File: src/rtl/mips_wb.sv
// Write-back stage: merges ALU results and aligned load responses into one
// registered register-file write port, tracking up to two outstanding loads.
module mips_wb (
    input  logic        clock,
    input  logic        reset_n,
    input  logic        alu_valid,
    input  logic [4:0]  alu_rd,
    input  logic [31:0] alu_D,
    input  logic        ld_issue,
    input  logic [4:0]  ld_rd,
    input  logic [2:0]  ld_op,
    input  logic [1:0]  ld_lo,
    output logic        ld_ready,
    input  logic        mem_valid,
    input  logic [31:0] mem_data,
    output logic        mem_ready,
    output logic [4:0]  rd,
    output logic [3:0]  we,
    output logic [31:0] D,
    output logic [31:0] pend_mask,
    output logic        err
);

    // Handshakes: a load is pushed when ld_issue && ld_ready; a memory
    // response is consumed when mem_valid && mem_ready. Both take effect
    // at the rising clock edge.
    typedef struct packed {
        logic [4:0] rd;
        logic [2:0] op;
        logic [1:0] lo;
    } ld_entry_t;

    localparam logic [2:0] OP_LB  = 3'b000;
    localparam logic [2:0] OP_LH  = 3'b001;
    localparam logic [2:0] OP_LWL = 3'b010;
    localparam logic [2:0] OP_LW  = 3'b011;
    localparam logic [2:0] OP_LBU = 3'b100;
    localparam logic [2:0] OP_LHU = 3'b101;
    localparam logic [2:0] OP_LWR = 3'b110;

    ld_entry_t   q0, q1;
    ld_entry_t   new_entry;
    logic [1:0]  count;
    logic        push, pop;
    logic [3:0]  ld_we;
    logic [31:0] ld_d;
    logic [31:0] shifted;
    logic [15:0] half_sel;

    assign ld_ready  = (count < 2'd2);
    assign mem_ready = (count != 2'd0) && !alu_valid;
    assign push      = ld_issue && ld_ready;
    assign pop       = mem_valid && mem_ready;
    assign new_entry = '{rd: ld_rd, op: ld_op, lo: ld_lo};

    // Queue head is always q0; q1 is only meaningful when count == 2.
    always_comb begin
        pend_mask = '0;
        if (count != 2'd0 && q0.rd != 5'd0) pend_mask[q0.rd] = 1'b1;
        if (count == 2'd2 && q1.rd != 5'd0) pend_mask[q1.rd] = 1'b1;
    end

    always_comb begin
        ld_we    = 4'b0000;
        ld_d     = '0;
        shifted  = mem_data >> {q0.lo, 3'b000};
        half_sel = q0.lo[1] ? mem_data[31:16] : mem_data[15:0];
        case (q0.op)
            OP_LB:  begin ld_we = 4'b1111; ld_d = {{24{shifted[7]}}, shifted[7:0]}; end
            OP_LBU: begin ld_we = 4'b1111; ld_d = {24'd0, shifted[7:0]}; end
            OP_LH:  begin ld_we = 4'b1111; ld_d = {{16{half_sel[15]}}, half_sel}; end
            OP_LHU: begin ld_we = 4'b1111; ld_d = {16'd0, half_sel}; end
            OP_LW:  begin ld_we = 4'b1111; ld_d = mem_data; end
            OP_LWL: begin
                ld_we = 4'b1111 << (2'd3 - q0.lo);
                ld_d  = mem_data << {2'd3 - q0.lo, 3'b000};
            end
            OP_LWR: begin
                ld_we = 4'b1111 >> q0.lo;
                ld_d  = shifted;
            end
            default: begin ld_we = 4'b0000; ld_d = '0; end
        endcase
        if (q0.rd == 5'd0) ld_we = 4'b0000;
    end

    always_ff @(posedge clock) begin
        if (!reset_n) begin
            q0    <= '0;
            q1    <= '0;
            count <= 2'd0;
            rd    <= 5'd0;
            we    <= 4'b0000;
            D     <= '0;
            err   <= 1'b0;
        end else begin
            err <= err | (ld_issue && !ld_ready) | (mem_valid && count == 2'd0);

            case ({push, pop})
                2'b10: begin
                    if (count == 2'd0) q0 <= new_entry;
                    else               q1 <= new_entry;
                    count <= count + 2'd1;
                end
                2'b01: begin
                    q0    <= q1;
                    count <= count - 2'd1;
                end
                2'b11: begin
                    q0 <= (count == 2'd1) ? new_entry : q1;
                    q1 <= new_entry;
                end
                default: ;
            endcase

            // ALU results win the port; a pending load response simply waits.
            if (alu_valid) begin
                rd <= alu_rd;
                we <= (alu_rd != 5'd0) ? 4'b1111 : 4'b0000;
                D  <= alu_D;
            end else if (pop) begin
                rd <= q0.rd;
                we <= ld_we;
                D  <= ld_d;
            end else begin
                we <= 4'b0000;
            end
        end
    end

endmodule

File: config.mk
export PLATFORM = sky130hd
export DESIGN_NAME = mips_wb
export DESIGN_NICKNAME = d
export VERILOG_FILES = /design/src/rtl/mips_wb.sv
export SDC_FILE = /design/constraint.sdc
export NUM_CORES = 1
export LEC_CHECK = 0
export CAP_MARGIN = 10
export CORE_MARGIN = 5
export CORE_UTILIZATION = 40
export CTS_CLUSTER_DIAMETER = 60
export DETAILED_ROUTE_END_ITERATION = 16
export GPL_TIMING_DRIVEN = 1
export PLACE_DENSITY = 0.7
export REMOVE_ABC_BUFFERS = 1
export SLEW_MARGIN = 20
export SYNTH_ARGS = -nofsm -noshare
export SYNTH_HDL_FRONTEND = slang
export SYNTH_SLANG_ARGS = --single-unit
File: constraint.sdc
create_clock -name clock -period 4.49 [get_ports clock]
set_input_delay 0.449 -clock clock [delete_from_list [all_inputs] [get_ports clock]]
set_output_delay 0.449 -clock clock [all_outputs]
set_load 0.02 [all_outputs]
# == Word-level counts from Yosys, hierarchy flattened ==
# Index checks and enable logic that the tools add are counted.
# totals
ff_bits,64
inputBits,84
word_cells,87
# op_classes
n_bitwise,3
mux,23
n_eq_ne,13
n_lt_le_gt_ge,5
shifts,4
addsub,3
n_reduce_logical,25
# op_table
cell,count
32-bit one-hot mux with 7 select lines,1
32-bit 2-to-1 mux,4
32-bit OR,1
32-bit by 5-bit left shift with 32-bit output,1
32-bit by 5-bit >> shifter with 32-bit output,1
10-bit 2-to-1 mux,3
10-bit one-hot mux with 3 select lines,1
10-bit one-hot mux with 2 select lines,1
16-bit 2-to-1 mux,1
4-bit 2-to-1 mux,4
5-bit nonzero test,3
"5-bit by 6-bit < comparator with 1-bit output, second input constant",2
4-bit one-hot mux with 3 select lines,1
1-bit demux with 5-bit select,2
"5-bit by 1-bit >= comparator with 1-bit output, second input constant",2
5-bit 2-to-1 mux,2
"3-bit == test, second input constant",3
1-bit logical AND,9
2-bit nonzero test,4
"2-bit == test, second input constant",3
"3-bit by 2-bit == test with 1-bit output, second input constant",2
5-bit logical NOT,1
5-bit OR reduction,1
"2-bit by 1-bit == test with 1-bit output, second input constant",2
other kinds (16),21

# == Depth between registers and ports, before layout ==
# Gate-level depths: netlist (run 1).
# logic_depth
word_depth,7
depth_mapped,12
ltp_nobuf,9

# == Worst setup path after synthesis (run 1) ==
# Ideal clock, no wire load.
# synth_timing
path_kind,reg-to-reg
from,register count[1]
to,register q0[0] (netlist name)
setup_slack_ps,2092
path_stages_with_launch,10
setup_ps,147
t_arrival_ps,2251
cell_sequence,dfxtp_1 -> inv_1 -> ha_1 -> buf_2 -> or3b_1 -> buf_6 -> ha_1 -> a21oi_1 -> clkbuf_1 -> a211oi_2
# synth_between
word_cells_on_any_way,15
classes_between,order compare (1); eq/ne (5); mux (2); reduce/logical (7)
# synth_rtl
item,line,text
"start, declared",43,logic [1:0] count;
"start signal, assigned",103,count <= count + 2'd1;
"start signal, assigned",107,count <= count - 2'd1;
2-bit < comparator *,50,assign ld_ready = (count < 2'd2);
via ld_ready,13,"output logic ld_ready,"
1-bit logical AND *,52,assign push = ld_issue && ld_ready;
2-bit == test / 2-bit by 1-bit == test with 1-bit output (equally long branches),99,"case ({push, pop})"
2-bit inequality test (no line) / 3-bit nonzero test (equally long branches),-,
2-bit AND reduction (no line),-,
"end signal, assigned",101,if (count == 2'd0) q0 <= new_entry;
"end signal, assigned",106,q0 <= q1;
"end signal, assigned",110,q0 <= (count == 2'd1) ? new_entry : q1;
"end, declared",41,"ld_entry_t q0, q1;"
# Mark *: on every way through the listed nets, which the timed path passes. The rest lies on a longest branch.
# A chain may end at the register's enable or synchronous reset.

# == Worst setup path in the final report (run 1) ==
# layout_timing
from,register count[1]
to,register q1[1] (netlist name)
# layout_between
elab_chain_cells,6
word_cells_on_any_way,12
classes_between,order compare (1); eq/ne (3); mux (1); reduce/logical (7)
# layout_lines
item,line,text
"parallel branches: the longest is 6 deep, another holds 2-bit < comparator",-,
"end signal, assigned",102,else q1 <= new_entry;
"end signal, assigned",111,q1 <= new_entry;
"end, declared",41,
# Parallel ways; which one is timed is not known.

==> results of run 1 <==
==> worst paths after layout <==
| path | to | start | cells past startpoint |
|---|---|---|---|
| setup / recovery | q1[1]$_SDFFE_PN0P_ | count[1]$_SDFFE_PN0P_ | 10 |
| hold / removal | err$_SDFF_PN0_ | err$_SDFF_PN0_ | 2 |
| setup reg to reg | q1[1]$_SDFFE_PN0P_ | count[1]$_SDFFE_PN0P_ | 10 |
| hold reg to reg | err$_SDFF_PN0_ | err$_SDFF_PN0_ | 2 |
==> synth_stat cells (9+ instances only) <==
library cell  number  area share
nand2_1           70       0.054
dfxtp_1           64        0.26
nor2_1            41       0.032
clkbuf_1          37       0.029
a21oi_1           36       0.037
a221oi_1          34       0.061
o22ai_1           32       0.041
nand2b_1          26       0.033
o21ai_0           25       0.026
inv_1             18       0.014
o21ai_1           18       0.018
buf_2             16       0.016
mux2i_1           15       0.031
a22oi_1           13       0.020
a211oi_2          11       0.028
a31oi_1           11       0.014
nor2b_1           11       0.014
a22oi_2           10       0.026
nand3b_1           9       0.014
==> worst max-delay path: stages, from the launching register on <==
cell,delay (ps)
dfxtp_1,370
inv_1,100
ha_1,310
or3b_1,580
inv_1,160
ha_1,210
nor2_1,70
a21oi_1,580
buf_4,290
mux2i_1,220
nor2_1,60
==> layout make-up <==
class                           count  area (um^2)  share of cell area
Sequential cell                    64         1280               0.191
Clock buffer                       12          236              0.0352
Inverter                           19         71.3              0.0106
Clock inverter                      4         45.0             0.00670
Multi-Input combinational cell    465         3260               0.486
Tap cell                          147          184              0.0274
Timing Repair Buffer              166         1640               0.244
==> placed cells by master, fill, tap and decap left out, types with 5 or more instances in the layout <==
cell type,count
dfxtp_1,64
o21ai_1,18
a31oi_1,11
nand3b_1,9
a22o_1,7
nand2_1,70
nand2b_1,26
a22oi_1,13
a21oi_1,35
clkdlybuf4s50_1,157
clkbuf_16,9
a221oi_1,34
mux2_2,6
nor2b_1,10
o31a_1,7
a22oi_2,10
mux4_2,7
a311oi_1,5
o221ai_1,7
inv_1,18
mux2i_1,15
buf_4,8
a21o_1,7
o22ai_1,32
o21ai_0,25
ha_1,7
a211oi_2,11
nor2_1,41
==> per-layer routing <==
metal	routed length, um	track usage
met1	7470	0.308
met2	8470	0.386
met3	1450	0.0398
met4	396	0.0829
met5	0	0
==> cells by family (layout without fill, tap and decap cells) <==
family	after synthesis	after routing	synth area share
compound gates	238	238	0.363
simple gates	187	187	0.196
buf+inv	80	201	0.0735
flops	64	64	0.263
mux	30	30	0.0817
fa+ha+maj	7	7	0.0180
xor+xnor	2	2	0.00360
other cells	1	1	0.000770
==> power by group <==
part / switching, uW / leakage [uW] / internal (uW)
Clock: 258 / 0.000140 / 427
Combinational: 1010 / 0.00160 / 733
Sequential: 178 / 0.000527 / 699
Total: 1450 / 0.00227 / 1860
==> state kept, by name, indices dropped and copies added, names as in the netlist <==
signal / cells
count: 2
q0: 10
we: 4
q1: 10
D: 32
rd: 5
err: 1
==> stage by stage <==
step / hold slack (ps) / setup WS, ps / cells / total power [uW]
5_1_grt: 566 / 1240 / 877 / 3510
3_3_place_gp: 488 / 1480 / 861 / 2550
2_1_floorplan: 481 / 1430 / 548 / 1950
6_report: 518 / 1400 / 877 / 3310
4_1_cts: 503 / 1460 / 877 / 3290
3_5_place_dp: 473 / 1290 / 861 / 2600
==> impl_metrics.tcl, run 1 <==
set metrics [dict create \
    synth_flop_cell "dfxtp_1" \
    crit_required_ps 4690 \
    ff2ff_setup_slack_ps 1400 \
    power_leakage_uw 0.00227 \
    track_usage 0.234 \
    wl_per_cell_um 20.3 \
    worst-setup-path-type "flop to flop" \
    synth_cell_types 63 \
    fin_util 0.562 \
    cts_buffers 9 \
    die_w_um 120 \
    grt_max_degree 78 \
    clkLatencyLatePin_ps 330 \
    fp.dieH_um 120 \
    n_antenna_cell 0 \
    synth_seq_area_share 0.263 \
    cts_buffer_depth 2 \
    port_buffers 158 \
    drv_cap 0 \
    grt_pass1_vias 5351 \
    hold_buffers 0 \
    placed_area_um2 6430 \
    grt-ovfl-total 0 \
    design.die.area_um2 14500 \
    synth_edf_count 0 \
    clkTransAtPathRegs_ps 50 \
    hold_viol_final 0 \
    start_kind "flop" \
    synth-seq-cells 64 \
    max_freq_ghz 0.324 \
    cp_max_fo 9 \
    status "finished, final reports clean" \
    clock-sinks 64 \
    fill_cells 1079 \
    final_cell_area_um2 6720 \
    cp-end-kind "flop" \
    area_growth_pct 37.9 \
    dp_hpwl_um 12400 \
    rows 40 \
    powerDensity_nw_per_um2 492 \
    finalClockSkew_ps 7.06 \
    tns_ps 0 \
    gp_congestion 0.857 \
    grt_pass1_wl_um 27700 \
    drv_slew 0 \
    slew_headroom 0.288 \
    drt_iter0_drc 563 \
    period_share 0.688 \
    syn-cell-area_um2 4870 \
    cts_tree "built" \
    peakVddDrop_v 0.000308 \
    postRouteAntennaNets 0 \
    cts_setup_buffers 0 \
    period_minus_slack_ps 3090 \
    drt-total-wl_um 17800 \
    setup_viol_count_final 0 \
    critical_path_arrival_ps 3290 \
    fin_nets 816 \
    tightest_slew_ps 1070 \
    cts_root_buffer "clkbuf_16" \
    start_util 0.407 \
    via_per_inst 6.29 \
    synth-async-reset-ratio 0 \
    dr.pass1.iters 5 \
    cts-resized-gates 0 \
    syn_inst 609 \
    hp-class "flop to flop" \
    rsz0062_at_grt "false" \
    io_pins 160 \
    cts_max_level 3 \
    postSynthAreaPerCell_um2 8.00 \
    antenna_found_initial 0 \
    drc_errors 0 \
    core_area_um2 12000 \
    yosysWarnings 0 \
    drive_above_1_share 0.100 \
    vias 5515 \
]
Power figures use the tool's default switching activity.
==> run 2, diff against run 1 <==
Settings changed: PLACE_DENSITY 0.7 to 0.73.
Clock period 4.49 ns to 2.8 ns, I/O delays scaled along.
==> run 2 against run 1 <==
Combinational power rose by 66%. Critical path type is now flop to output pin. Global-route usage rose by 0.54 points. Non-clock buffer count rose by 14. Register-to-register slack got worse by 1100 ps. Critical path depth fell by 3. Routed wire length rose by 1.7%. Worst hold slack got worse by 34 ps. Critical endpoint is now pend_mask[13]. Largest power group unchanged. Via count fell by 0.45%.
==> impl_metrics.tcl, run 2 (same netlist as run 1, synthesis figures left out) <==
set metrics [dict create \
    start_kind "flop" \
    start_util 0.407 \
    drv_cap 0 \
    design.die.area_um2 14500 \
    top_register "D" \
    max_freq_ghz 0.376 \
    period_minus_slack_ps 2660 \
    drt-total-wl_um 18100 \
    core_area_um2 12000 \
    finalClockSkew_ps 3.58 \
    cp_max_fo 9 \
    cp-end-kind "output pin" \
    clkLatencyLatePin_ps 330 \
    dp_hpwl_um 12800 \
    track_usage 0.239 \
    die_w_um 120 \
    wl_per_cell_um 20.3 \
    hold_viol_final 0 \
    drt_iter0_drc 566 \
    n_antenna_cell 0 \
    crit_slowest_cell "clkdlybuf4s50_1" \
    port_buffers 158 \
    status "finished, final reports clean" \
    p_total_uw 5550 \
    clock-sinks 64 \
    io_pins 160 \
    setup_slack_ps 139 \
    tightest_slew_ps 969 \
    top_regs "D: 32 flops, q0: 10 flops, q1: 10 flops" \
    worstHoldPathCells 2 \
    worst-setup-path-type "flop to output pin" \
    worstRegToRegCells 4 \
    period_share 0.950 \
    postRouteAntennaNets 0 \
    cp_common_cell "inv_1" \
    peakVddDrop_v 0.000381 \
    slew_headroom 0.354 \
    rsz0062_at_grt "false" \
    grt_max_degree 78 \
    power_leakage_uw 0.00250 \
    grt_pass1_wl_um 28300 \
    antenna_found_initial 0 \
    layout_commonest_cell "clkdlybuf4s50_1" \
    dp_slack_ps 323 \
    grt-ovfl-total 0 \
    drc_errors 0 \
    cts_max_level 3 \
    via_per_inst 6.16 \
    cts_root_buffer "clkbuf_16" \
    drive_above_1_share 0.124 \
    fp.dieH_um 120 \
    vias 5490 \
    cts_buffer_depth 2 \
    crit_path_cell_trace "inv_1, ha_1, inv_1, nand3b_1, buf_4, o22ai_1, clkdlybuf4s50_1" \
    grt_pass1_vias 5329 \
    crit_required_ps 2520 \
    powerDensity_nw_per_um2 803 \
    fill_cells 1073 \
    rows 40 \
    most-common-layout-cells "clkdlybuf4s50_1 (149), nand2_1 (70), dfxtp_1 (64), nor2_1 (41), a21oi_1 (35)" \
    largest_register_ffs 32 \
    cts_tree "built" \
    tns_ps 0 \
    cts_buffers 9 \
    fin_nets 830 \
    drv_slew 0 \
    gp_congestion 0.860 \
    max_stage_delay_ps 670 \
    setup_viol_count_final 0 \
    dr.pass1.iters 6 \
    critical_path_arrival_ps 2380 \
    clkTransAtPathRegs_ps 60 \
    area_growth_pct 41.7 \
    fin_util 0.577 \
    hp-class "flop to flop" \
]
==> run 2: cell types whose count changed in the layout (fill, tap and decap cells not counted), moves of 2 or more <==
cell / before / now
buf_4: 8 / 21
clkdlybuf4s50_1: 157 / 149
dlymetal6s2s_1: 0 / 8
clkbuf_1: 3 / 0
clkinv_2: 3 / 0
clkinv_4: 0 / 2
clkinvlp_4: 0 / 2
==> run 2: area by class of cell <==
class / instances / area (um^2) / share of cell area
multi-input combinational: 465 / 3260 / 0.472
inverter: 19 / 71.3 / 0.0103
sequential: 64 / 1280 / 0.186
tap: 147 / 184 / 0.0266
clock inverter: 6 / 92.6 / 0.0134
clock buffer: 10 / 239 / 0.0346
timing repair buffer: 180 / 1770 / 0.257
==> run 2: metal layers <==
| layer | GRT usage | vias to the layer above | share of wire |
|---|---|---|---|
| li1 | - | 2565 | - |
| met1 | 0.309 | 2605 | 0.41 |
| met2 | 0.415 | 280 | 0.50 |
| met3 | 0.0327 | 40 | 0.070 |
| met4 | 0.0729 | 0 | 0.022 |
| met5 | 0 | - | 0 |
==> run 2: stage by stage <==
step / hold WS, ps / std cells / instance area (um^2)
2_1_floorplan: 416 / 548 / 4580
3_3_place_gp: 482 / 874 / 6530
3_5_place_dp: 477 / 874 / 6530
4_1_cts: 492 / 890 / 6870
5_1_grt: 551 / 891 / 6900
6_report: 484 / 891 / 6900
==> run 2: timing repair <==
item / in CTS / in global routing
hold buffers: 0 / 0
setup endpoints to repair: 0 / 23
gates resized for setup: 0 / 10
setup buffers: 0 / 1
==> run 2: final timing paths <==
| check | from | to | slack [ps] |
|---|---|---|---|
| setup / recovery | count[1]$_SDFFE_PN0P_ | pend_mask[13] | 140 |
| hold / removal | err$_SDFF_PN0_ | err$_SDFF_PN0_ | 480 |
| setup reg to reg | q0[1]$_SDFFE_PN0P_ | D[20]$_SDFFE_PN0P_ | 260 |
| hold reg to reg | err$_SDFF_PN0_ | err$_SDFF_PN0_ | 480 |
==> run 2: power breakdown <==
group	switching, uW	total (uW)	internal (uW)
combinational	1630	2880	1250
sequential	298	1420	1120
clock	444	1250	807
==> run 2: worst max-delay path, delay by kind of cell (launching register included) <==
family                     cells  cell delay (ps)
DFF                            1              370
and+or+nand+nor                1               90
AOI/OAI and AO/OA              1              180
buffers and inverters          4             1120
adders and majority gates      1              300
==> run 3, diff against run 2 <==
Settings changed: CORE_UTILIZATION 40 to 43, PLACE_DENSITY 0.73 to 0.78.
==> run 3 against run 2 <==
Clock skew down 0.78 ps. Combinational power about the same. Sequential share of layout area up 0.19 points. Design area down 1.0%. Maximum frequency down 1.5%. Die area down 6.4%. Critical path depth unchanged. Worst hold slack better by 24 ps. Clock power down 10%. Worst setup slack worse by 40 ps. Critical path type unchanged.
==> impl_metrics.tcl, run 3 (same netlist as run 1, synthesis figures left out) <==
set metrics [dict create \
    drv_cap 0 \
    max_freq_ghz 0.370 \
    crit_slowest_cell "clkdlybuf4s50_1" \
    tightest_slew_ps 910 \
    largest_register_ffs 32 \
    dp_hpwl_um 12600 \
    wl_per_cell_um 19.8 \
    drt-total-wl_um 17500 \
    vias 5552 \
    seq_area_um2 1280 \
    hp-class "primary input to flop" \
    rows 38 \
    fin_nets 827 \
    worst-setup-path-type "flop to output pin" \
    clock-sinks 64 \
    cp_max_fo 9 \
    cts_tree "built" \
    instances_no_fill 881 \
    drt_iter0_drc 413 \
    worst_path_dominant_cell_family "buffers and inverters" \
    seqPwrFrac 0.263 \
    power_leakage_uw 0.00241 \
    grt_max_degree 55 \
    hold_viol_final 0 \
    tns_ps 0 \
    p_int_uw 3050 \
    top_regs "D: 32 flops, q0: 10 flops, q1: 10 flops" \
    fp.dieH_um 116 \
    finalClockSkew_ps 2.80 \
    core_area_um2 11000 \
    multi_input_area_um2 3270 \
    busiest_layer "met2" \
    design.die.area_um2 13600 \
    grtUsageMet3 0.0456 \
    start_util 0.443 \
    drv_slew 0 \
    layout_commonest_cell "clkdlybuf4s50_1" \
    io_pins 160 \
    powerDensity_nw_per_um2 790 \
    rsz0062_at_grt "false" \
    slew_headroom 0.392 \
    status "finished, final reports clean" \
    crit_required_ps 2520 \
    hold_buffers 0 \
    track_usage 0.254 \
    antenna_found_initial 0 \
    power.switching_uw 2350 \
    setup_viol_count_final 0 \
    path_buf_inv 4 \
    dr.pass1.iters 7 \
    most-common-layout-cells "clkdlybuf4s50_1 (151), nand2_1 (70), dfxtp_1 (64), nor2_1 (41), a21oi_1 (35)" \
    cts_buffer_depth 2 \
    critical_path_arrival_ps 2420 \
    switching_share 0.435 \
    drc_errors 0 \
    die_w_um 116 \
    clkTransAtPathRegs_ps 50 \
    whs_ps 508 \
    max_stage_delay_ps 650 \
    cp_common_cell "inv_1" \
    period_share 0.965 \
    grt-ovfl-total 0 \
    drive_above_1_share 0.120 \
    peakVddDrop_v 0.000374 \
    via_per_inst 6.30 \
    grt_pass1_vias 5482 \
    start_kind "flop" \
    port_buffers 158 \
    top_register "D" \
    crit_path_cell_trace "inv_1, ha_1, inv_1, nand3b_1, buf_4, o22ai_1, clkdlybuf4s50_1" \
    dp.cells 864 \
    period_minus_slack_ps 2700 \
    cp-end-kind "output pin" \
    grt_pass1_wl_um 27500 \
    cts_root_buffer "clkbuf_16" \
    power_frac_clock 0.208 \
    power_frac_comb 0.529 \
    fill_cells 943 \
    clkLatencyLatePin_ps 340 \
    grt_util_met2 0.414 \
    n_antenna_cell 0 \
    area_growth_pct 40.3 \
    cts_max_level 3 \
    cts_buffers 9 \
    use_met1 0.310 \
    postRouteAntennaNets 0 \
    gp_congestion 0.888 \
]
[run 3: final cells by class]
cell class	count	area share
Clock inverter	7	0.0106
Timing Repair Buffer	177	0.254
Sequential cell	64	0.187
Tap cell	140	0.0256
Clock buffer	9	0.0330
Inverter	19	0.0104
Multi-Input combinational cell	465	0.478
[run 3: power by group through the flow]
| stage | Clock (uW) | Sequential, uW | Combinational (uW) |
|---|---|---|---|
| finish | 1120 | 1420 | 2860 |
| global route | 1170 | 1460 | 3080 |
| CTS | 1140 | 1410 | 2820 |
| detailed placement | 0 | 1430 | 2790 |
| global placement | 0 | 1410 | 2720 |
| floorplan | 0 | 1550 | 1570 |
[run 3: through the flow]
stage | util | power [uW] | setup slack [ps] | instance area (um^2)
after floorplan | - | 3120 | -256 | 4580
after global placement | 0.593 | 4130 | 433 | 6510
after detailed placement | 0.593 | 4220 | 305 | 6510
after CTS | 0.620 | 5370 | 7.00 | 6810
after global routing | 0.622 | 5710 | 13.2 | 6830
final | 0.622 | 5400 | 99.4 | 6830
[run 3: routing by layer]
layer / vias to the layer above / wire (um)
li1: 2561 / -
met2: 286 / 8480
met4: 0 / 769
met3: 63 / 1470
met1: 2642 / 6770
met5: - / 0
[run 3: final timing paths]
kind	from	end	slack, ps	cells past startpoint
setup / recovery	count[1]$_SDFFE_PN0P_	pend_mask[13]	100	7
hold / removal	alu_valid	rd[1]$_SDFFE_PN0P_	510	4
setup reg to reg	count[1]$_SDFFE_PN0P_	q0[7]$_SDFFE_PN0P_	270	9
hold reg to reg	err$_SDFF_PN0_	err$_SDFF_PN0_	510	2
[run 3: worst min-delay path, cell delays in order]
cell and delay [ps]:
buf_2 150, buf_4 220, nand2_1 80, a21oi_1 50
[run 3: repair_timing]
item / CTS / global route
buffers inserted: 0 / 1
resized for setup: 2 / 6
endpoints found under the hold margin: 0 / 0
setup endpoints to repair: 2 / 21
cloned: 0 / 0
